===== config.mk =====
export PLATFORM = sky130hd
export DESIGN_NAME = dp_bram_mc_arbiter
export DESIGN_NICKNAME = d
export VERILOG_FILES = /design/src/rtl/dp_bram_mc_arbiter.sv
export SDC_FILE = /design/constraint.sdc
export NUM_CORES = 1
export LEC_CHECK = 0
export CORE_ASPECT_RATIO = 0.6
export CORE_MARGIN = 2
export CORE_UTILIZATION = 46
export CTS_BUF_LIST = sky130_fd_sc_hd__clkbuf_8
export DETAILED_ROUTE_END_ITERATION = 7
export PLACE_DENSITY = 0.9
export SLEW_MARGIN = 20
export SYNTH_ARGS = -nofsm -noshare
export SYNTH_HDL_FRONTEND = slang
export SYNTH_SLANG_ARGS = --single-unit

===== constraint.sdc =====
create_clock -name clk -period 6.3 [get_ports clk]
set_input_delay 0.945 -clock clk [delete_from_list [all_inputs] [get_ports clk]]
set_output_delay 0.945 -clock clk [all_outputs]
set_load 0.005 [all_outputs]

===== src/rtl/dp_bram_mc_arbiter.sv =====
// Round-robin N-client arbiter for one true dual-port BRAM, up to two grants per cycle; reads return 1+READ_LATENCY cycles after cl_gnt.
// Ungranted requests simply wait; define DP_BRAM_ARB_COLLISION_EN to hold port B off same-address write hazards.
module dp_bram_mc_arbiter #(
  parameter int NUM_CLIENTS  = 4,
  parameter int DATA_WIDTH   = 16,
  parameter int ADDR_WIDTH   = 10,
  parameter int READ_LATENCY = 1
) (
  input  logic                             clk,
  input  logic                             rst,
  input  logic [NUM_CLIENTS-1:0]           cl_req,
  input  logic [NUM_CLIENTS-1:0]           cl_we,
  input  logic [NUM_CLIENTS*ADDR_WIDTH-1:0] cl_addr,
  input  logic [NUM_CLIENTS*DATA_WIDTH-1:0] cl_wdata,
  output logic [NUM_CLIENTS-1:0]           cl_gnt,
  output logic [NUM_CLIENTS-1:0]           cl_rvalid,
  output logic [NUM_CLIENTS*DATA_WIDTH-1:0] cl_rdata,
  output logic [ADDR_WIDTH-1:0]            addr_a,
  output logic [ADDR_WIDTH-1:0]            addr_b,
  output logic [DATA_WIDTH-1:0]            data_in_a,
  output logic [DATA_WIDTH-1:0]            data_in_b,
  output logic                             we_a,
  output logic                             we_b,
  output logic                             en_a,
  output logic                             en_b,
  input  logic [DATA_WIDTH-1:0]            data_out_a,
  input  logic [DATA_WIDTH-1:0]            data_out_b
);
  localparam int IW = $clog2(NUM_CLIENTS);
  localparam int TD = READ_LATENCY + 1;

  logic [ADDR_WIDTH-1:0] addr_arr  [NUM_CLIENTS];
  logic [DATA_WIDTH-1:0] wdata_arr [NUM_CLIENTS];

  for (genvar g = 0; g < NUM_CLIENTS; g++) begin : g_unpack
    assign addr_arr[g]  = cl_addr[g*ADDR_WIDTH +: ADDR_WIDTH];
    assign wdata_arr[g] = cl_wdata[g*DATA_WIDTH +: DATA_WIDTH];
  end

  function automatic logic [IW-1:0] wrap_inc(input logic [IW-1:0] idx);
    if (int'(idx) == NUM_CLIENTS - 1) return '0;
    return idx + 1'b1;
  endfunction

  logic [IW-1:0] rr_ptr;
  logic [IW-1:0] a_idx;
  logic [IW-1:0] b_idx;
  logic [IW-1:0] scan_idx;
  logic          a_cand;
  logic          b_cand;
  logic          collide;
  logic          gnt_a;
  logic          gnt_b;

  // First two requesters in round-robin order starting at rr_ptr.
  always_comb begin
    a_cand   = 1'b0;
    b_cand   = 1'b0;
    a_idx    = '0;
    b_idx    = '0;
    scan_idx = rr_ptr;
    for (int k = 0; k < NUM_CLIENTS; k++) begin
      if (cl_req[scan_idx]) begin
        if (!a_cand) begin
          a_cand = 1'b1;
          a_idx  = scan_idx;
        end else if (!b_cand) begin
          b_cand = 1'b1;
          b_idx  = scan_idx;
        end
      end
      scan_idx = wrap_inc(scan_idx);
    end
  end

`ifdef DP_BRAM_ARB_COLLISION_EN
  assign collide = b_cand && (addr_arr[a_idx] == addr_arr[b_idx]) &&
                   (cl_we[a_idx] || cl_we[b_idx]);
`else
  assign collide = 1'b0;
`endif

  assign gnt_a = a_cand;
  assign gnt_b = b_cand && !collide;

  always_comb begin
    cl_gnt = '0;
    if (gnt_a) cl_gnt[a_idx] = 1'b1;
    if (gnt_b) cl_gnt[b_idx] = 1'b1;
  end

  always_ff @(posedge clk or posedge rst) begin
    if (rst) begin
      rr_ptr    <= '0;
      en_a      <= 1'b0;
      we_a      <= 1'b0;
      addr_a    <= '0;
      data_in_a <= '0;
      en_b      <= 1'b0;
      we_b      <= 1'b0;
      addr_b    <= '0;
      data_in_b <= '0;
    end else begin
      // B always lies after A in scan order, so it is the last winner when granted.
      if (gnt_b)      rr_ptr <= wrap_inc(b_idx);
      else if (gnt_a) rr_ptr <= wrap_inc(a_idx);
      en_a <= gnt_a;
      we_a <= gnt_a && cl_we[a_idx];
      if (gnt_a) begin
        addr_a    <= addr_arr[a_idx];
        data_in_a <= wdata_arr[a_idx];
      end
      en_b <= gnt_b;
      we_b <= gnt_b && cl_we[b_idx];
      if (gnt_b) begin
        addr_b    <= addr_arr[b_idx];
        data_in_b <= wdata_arr[b_idx];
      end
    end
  end

  logic [TD-1:0] tag_vld_a;
  logic [TD-1:0] tag_vld_b;
  logic [IW-1:0] tag_idx_a [TD];
  logic [IW-1:0] tag_idx_b [TD];

  // Stage 0 loads alongside en_x; the last stage lines up with data_out_x.
  always_ff @(posedge clk or posedge rst) begin
    if (rst) begin
      tag_vld_a <= '0;
      tag_vld_b <= '0;
      for (int s = 0; s < TD; s++) begin
        tag_idx_a[s] <= '0;
        tag_idx_b[s] <= '0;
      end
    end else begin
      tag_vld_a[0] <= gnt_a && !cl_we[a_idx];
      tag_idx_a[0] <= a_idx;
      tag_vld_b[0] <= gnt_b && !cl_we[b_idx];
      tag_idx_b[0] <= b_idx;
      for (int s = 1; s < TD; s++) begin
        tag_vld_a[s] <= tag_vld_a[s-1];
        tag_idx_a[s] <= tag_idx_a[s-1];
        tag_vld_b[s] <= tag_vld_b[s-1];
        tag_idx_b[s] <= tag_idx_b[s-1];
      end
    end
  end

  always_comb begin
    cl_rvalid = '0;
    cl_rdata  = '0;
    if (tag_vld_a[TD-1]) begin
      cl_rvalid[tag_idx_a[TD-1]] = 1'b1;
      cl_rdata[tag_idx_a[TD-1]*DATA_WIDTH +: DATA_WIDTH] = data_out_a;
    end
    if (tag_vld_b[TD-1]) begin
      cl_rvalid[tag_idx_b[TD-1]] = 1'b1;
      cl_rdata[tag_idx_b[TD-1]*DATA_WIDTH +: DATA_WIDTH] = data_out_b;
    end
  end

endmodule


==> run summary, run 1 <==
Final WL: 21200 µm
Mux cell area share after synthesis: 14.6%
Worst Hold Slack: 351 ps
Initial antenna violation count: 1
Critical path startpoint category: register
Async SR Flop Fraction: 100%
Post_cts resized: 0
Detailed-route DRC error count: 0
Post-synth top area share: 31.5%
Synth Area in Compound Gates: 32.5%
RSZ-0062 raised after global routing: no
Worst Hold Class: register to register
Xor-xnor portion of the synthesized cell area: 0.158%
Filler Cell Count: 893
Fmax: 0.189 GHz
Initial core utilization: 46.6%
R2r setup slk: 2160 ps
Post-route ant nets: 0
Critical path arrival: 4350 ps
CTS Root Cell: clkbuf_8
Clk slew on worst S/H paths: 70 ps
Cell row count: 31
Pwr Density: 625 nW/µm²
Fin Setup TNS: 0 ps
Yosys synthesis warning count: 0
Layout cells sized above 1: 6.11%
CTS max path bufs: 2
First DRT Iteration DRCs: 661
Fin crit period: 5300 ps
Crit-path max FO: 15
Gp weighted congestion: 0.922
Crit Reg-Reg Startpoint: rr_ptr[0]
Die X: 146 µm
Clk_skew: 5.36 ps
Area share of and/or/nand/nor cells after synthesis: 9.19%
Critical Path End Type: output pin
Synth area leaders: dfrtp_1, a22o_1, mux2i_1
Avg Synthesized Cell Area: 9.64 µm²
Register area share after synthesis: 31.5%
Total die area: 13000 µm²
Adder-cell share of the synthesized area: 4.46%
Syn Nets: 741
Grt total ovfl: 0
P_leak: 3.43 nW
First-pass GRT wire length: 31600 µm
# H-tree levels: 3
Final Hold Fails: 0
Routed length per placed instance: 21.5 µm
Crit path required time: 5350 ps
Hold Buf Count CTS: 0
Most frequent cells in the layout: clkdlybuf4s50_1, a22o_1, mux2i_1, dfrtp_1, nor2_1
Final Slew Violations: 0
Worst Hold Launch: tag_idx_a[3]
Worst VDD drop: 0.580 mV
Top-level port count: 274
Clk Latency, worst-skew pair: 350 ps
FF+latch count, synth: 70
Clock tree sinks: 70
Vias in the first global route: 6048
Dpl hpwl: 15400 µm
Hold-critical path depth: 0
Die H: 89.1 µm
Reg-to-Reg End: addr_b[3]
Routed vias/inst: 6.26
CTS tree: done
Largest net degree at the start of global routing: 71
Buffers on Ports: 273
Endpoints failing setup: 0
Largest family of logic cells by synthesized area: compound AO/OA/AOI/OAI gates
Core area: 11900 µm²
Total CTS buffers: 9
Area Growth Syn to Fin: 52.7%
Max cap viols: 0
Period utilization: 84.1%
Hold Path Sink: tag_idx_a[1]
Rel. slew slack: 21.6%
Post CTS Setup Buffer Count: 0
Synthesized area: 5550 µm²
EDFF count, synth: 0
Status: completed
Worst slew pin tran: 1170 ps
Distinct cells, synth: 58
GRT Total Usage: 30.7%
Commonest non-fill, non-tap cell in the layout: clkdlybuf4s50_1
Most used flip-flop cell after synthesis: dfrtp_1
Via count: 6164
Synth area leader: dfrtp_1
Reg2Reg Depth: 9
First-pass DRT Iterations: 7
Critical path class: register to output pin
Final net count: 979
Post-synthesis cell count: 576
## area by class of cell
class                           count  area, µm²  area share (%)
Tap cell                          165        206            2.43
Multi-Input combinational cell    427       3430            40.5
Sequential cell                    70       1750            20.7
Timing Repair Buffer              284       2820            33.2
Inverter                           22       82.6           0.974
Antenna cell                        1       2.50          0.0295
Clock inverter                      5       51.3           0.605
Clock buffer                       10        138            1.62
## flip-flops by register name (all words and copies together) (netlist names), 2 cells and up
| register | count |
|---|---|
| rr_ptr | 2 |
| tag_vld_b | 2 |
| tag_vld_a | 2 |
| tag_idx_b | 4 |
| addr_b | 10 |
| addr_a | 10 |
| data_in_b | 16 |
| data_in_a | 16 |
| tag_idx_a | 4 |
## kinds of logic after synthesis
kind of cell,count (synthesis)
and+or+nand+nor,102
adders and majority gates,20
muxes,75
buffers and inverters,79
AOI/OAI and AO/OA,229
DFF,70
xor gates and xnor gates,1
## power breakdown
part / switching, mW / internal [mW] / leakage [nW] / total (mW)
sequential: 0.183 / 0.733 / 0.820 / 0.916
combinational: 2.20 / 1.81 / 2.51 / 4.02
clock: 0.175 / 0.189 / 0.0993 / 0.364
total: 2.56 / 2.73 / 3.43 / 5.30
## synth_stat cells, types with 2 or more instances
master / instances
a21oi_1: 16
nor2_1: 46
buf_2: 19
a221oi_1: 24
o221ai_1: 4
o2111ai_1: 2
and4_1: 3
ha_1: 19
o21ai_1: 4
mux2i_1: 70
buf_6: 10
and2_1: 2
nand3_1: 2
a221oi_2: 3
nand4b_1: 2
o22ai_1: 12
o31ai_1: 9
buf_4: 5
a22o_1: 90
a221o_1: 4
mux4_2: 5
dfrtp_1: 70
nor2_2: 2
nor2b_1: 6
a22oi_1: 22
nand2_1: 20
inv_1: 19
nand3b_1: 2
inv_2: 3
o211ai_1: 4
o21ai_0: 22
or3_1: 2
a31oi_1: 3
clkbuf_1: 23
nand2b_1: 3
nor3_1: 2
## layer usage
| layer | up-vias | global-route usage (%) | wire length, µm |
|---|---|---|---|
| li1 | 2728 | - | - |
| met1 | 2968 | 36.1 | 7910 |
| met2 | 409 | 54.8 | 10600 |
| met3 | 59 | 7.19 | 1940 |
| met4 | 0 | 14.3 | 766 |
| met5 | - | 0 | 0 |
## worst max-delay path by stage
stage	start	to	slack [ps]	depth (start not counted)
2_1_floorplan	cl_req[3]	cl_gnt[2]	2250	10
3_3_place_gp	cl_req[3]	cl_gnt[0]	1250	9
3_5_place_dp	cl_req[3]	cl_gnt[2]	1060	9
4_1_cts	cl_req[3]	cl_gnt[2]	1060	9
5_1_grt	rr_ptr[0]	cl_gnt[0]	760	10
6_report	rr_ptr[0]	cl_gnt[0]	1000	10
## through the flow
step,setup WS (ps),power [mW],cells,utilization [%],cell area [µm²]
final,1000,5.30,984,71.2,8480
after global routing,755,5.63,984,71.2,8480
after CTS,1060,5.24,983,71.1,8470
after detailed placement,1060,4.88,968,69.5,8280
after global placement,1250,4.72,968,69.5,8280
after floorplan,2250,3.55,576,-,5550
## critical path, cell delays in order (launching register included)
cell and delay (ps):
dfrtp_1 560, ha_1 400, nor2_1 590, mux4_2 540, nor2_1 330, a21oi_1 170
a31oi_4 410, inv_1 130, ha_1 220, a22o_1 210, clkdlybuf4s50_1 440
Power figures use the tool's default switching activity.
==> run 2: changes to the inputs <==
--- a/config.mk
+++ b/config.mk
@@ -7,10 +7,10 @@
 export LEC_CHECK = 0
 export CORE_ASPECT_RATIO = 0.6
 export CORE_MARGIN = 2
-export CORE_UTILIZATION = 46
+export CORE_UTILIZATION = 38
 export CTS_BUF_LIST = sky130_fd_sc_hd__clkbuf_8
 export DETAILED_ROUTE_END_ITERATION = 7
-export PLACE_DENSITY = 0.9
+export PLACE_DENSITY = 0.79
 export SLEW_MARGIN = 20
 export SYNTH_ARGS = -nofsm -noshare
 export SYNTH_HDL_FRONTEND = slang
==> constraint.sdc (replaced) <==
create_clock -name clk -period 4.4 [get_ports clk]
set_input_delay 0.66 -clock clk [delete_from_list [all_inputs] [get_ports clk]]
set_output_delay 0.66 -clock clk [all_outputs]
set_load 0.005 [all_outputs]
==> run 2 against run 1 <==
Against the previous run: wire length grew 3.4%; critical path depth unchanged; first-iteration DRC count shrank 15%; final cell count is 5.2% higher; critical endpoint is now cl_gnt[2]; largest cell class unchanged; largest power group unchanged.
==> run summary, run 2 (synthesis results as in run 1) <==
Status: completed
Area of the multi-input gates: 3430 µm²
Via count: 6082
Initial core utilization: 38.6%
RSZ-0062 raised after global routing: no
CTS tree: done
Cell family with most CP delay: buffers and inverters
Endpoints failing setup: 0
Fmax: 0.238 GHz
Initial antenna violation count: 0
Max cap viols: 0
Final Slew Violations: 0
Area Growth Syn to Fin: 55.3%
Clock tree sinks: 70
Final net count: 998
CTS max path bufs: 2
Top-level port count: 274
CTS Root Cell: clkbuf_8
Buffers on Ports: 273
DP Worst Slack: 366 ps
Cell row count: 34
Post-route ant nets: 0
CP cell instances: ha_2 > inv_4 > mux4_2 > or3_1 > and4_4 > o211ai_4 > inv_1 > ha_1 > a22o_1 > clkdlybuf4s50_1
Vias in the first global route: 6384
Crit path required time: 3740 ps
Final Hold Fails: 0
Clk Latency, worst-skew pair: 340 ps
Fin crit period: 4210 ps
Die H: 97.6 µm
CP max-delay cell: mux4_2
Post CTS Setup Buffer Count: 0
P_leak: 3.51 nW
Filler Cell Count: 1217
First DRT Iteration DRCs: 565
Total CTS buffers: 9
Dpl hpwl: 16500 µm
Critical path arrival: 3550 ps
Ant diodes: 0
Largest net degree at the start of global routing: 56
Rel. slew slack: 51.0%
Worst path max stage delay: 530 ps
Die X: 160 µm
Gp weighted congestion: 0.937
Hold Buf Count CTS: 0
Core area: 14400 µm²
Routed length per placed instance: 21.2 µm
Post_cts resized: 0
Final WL: 21900 µm
Placed instance area: 8460 µm²
Critical path class: register to output pin
Worst Hold Class: register to register
Commonest non-fill, non-tap cell in the layout: clkdlybuf4s50_1
Total die area: 15600 µm²
Detailed-route DRC error count: 0
Worst Hold Slack: 350 ps
Setup WS post-layout: 193 ps
Register area: 1750 µm²
Period utilization: 95.6%
Crit-path max FO: 10
First-pass DRT Iterations: 5
Clk_skew: 6.93 ps
# H-tree levels: 3
Pwr Density: 887 nW/µm²
Post-Layout Inst Area: 8620 µm²
Critical path startpoint category: register
Routed vias/inst: 5.88
Fin Setup TNS: 0 ps
Worst path bufs/invs: 3
Worst VDD drop: 0.681 mV
First-pass GRT wire length: 34500 µm
Grt total ovfl: 0
Largest regs: data_in_a: 16 flops, data_in_b: 16 flops
Most frequent cells in the layout: clkdlybuf4s50_1, a22o_1, mux2i_1, dfrtp_1, nor2_1
Layout cells sized above 1: 8.36%
Critical Path End Type: output pin
GRT Total Usage: 27.5%
Worst slew pin tran: 733 ps
Clk slew on worst S/H paths: 70 ps
-- run 2: cell type report --
class / count / area share (%)
well taps: 198 / 2.87
multi-input cells: 427 / 39.7
inverters: 22 / 0.987
repair buffers: 303 / 34.3
clock buffers: 9 / 1.44
flip-flops and latches: 70 / 20.3
clock inverters: 6 / 0.363
-- run 2: worst paths after layout --
path,startpoint,endpoint,slack (ps),cells after the start
max reg2reg,rr_ptr[1],data_in_a[4],810,10
max,rr_ptr[1],cl_gnt[2],190,10
min reg2reg,tag_vld_b[0],tag_vld_b[1],350,0
max in group asynchronous,rst,data_in_a[13],2670,3
min in group asynchronous,rst,addr_a[0],770,2
min,tag_vld_b[0],tag_vld_b[1],350,0
-- run 2: metrics by stage --
step / total power [mW] / util [%] / std cells
final: 7.65 / 60.0 / 1035
after global routing: 8.21 / 60.0 / 1035
after CTS: 7.64 / 59.9 / 1035
after detailed placement: 7.18 / 58.9 / 1020
after global placement: 7.04 / 58.9 / 1020
after floorplan: 5.08 / - / 576
-- run 2: layer usage --
metal	up-vias	wire [µm]	share of wire (%)	track usage [%]
met1	2932	8950	41	33.2
li1	2770	-	-	-
met2	337	10800	49	47.9
met4	0	506	2.3	10.1
met3	43	1660	7.6	6.49
met5	-	0	0	0
-- run 2: power by group --
| group | switching [mW] | internal (mW) | leakage, nW | total, mW |
|---|---|---|---|---|
| combinational | 3.20 | 2.72 | 2.60 | 5.92 |
| sequential | 0.242 | 1.05 | 0.820 | 1.29 |
| clock | 0.246 | 0.196 | 0.0858 | 0.441 |
| total | 3.69 | 3.96 | 3.51 | 7.65 |
==> run 3: changes to the inputs <==
--- a/config.mk
+++ b/config.mk
@@ -11,6 +11,7 @@
 export CTS_BUF_LIST = sky130_fd_sc_hd__clkbuf_8
 export DETAILED_ROUTE_END_ITERATION = 7
 export PLACE_DENSITY = 0.79
+export SKIP_LAST_GASP = 1
 export SLEW_MARGIN = 20
 export SYNTH_ARGS = -nofsm -noshare
 export SYNTH_HDL_FRONTEND = slang
==> results of run 3 <==
Same layout as run 2: the final DEF is identical, and so are final timing and power.
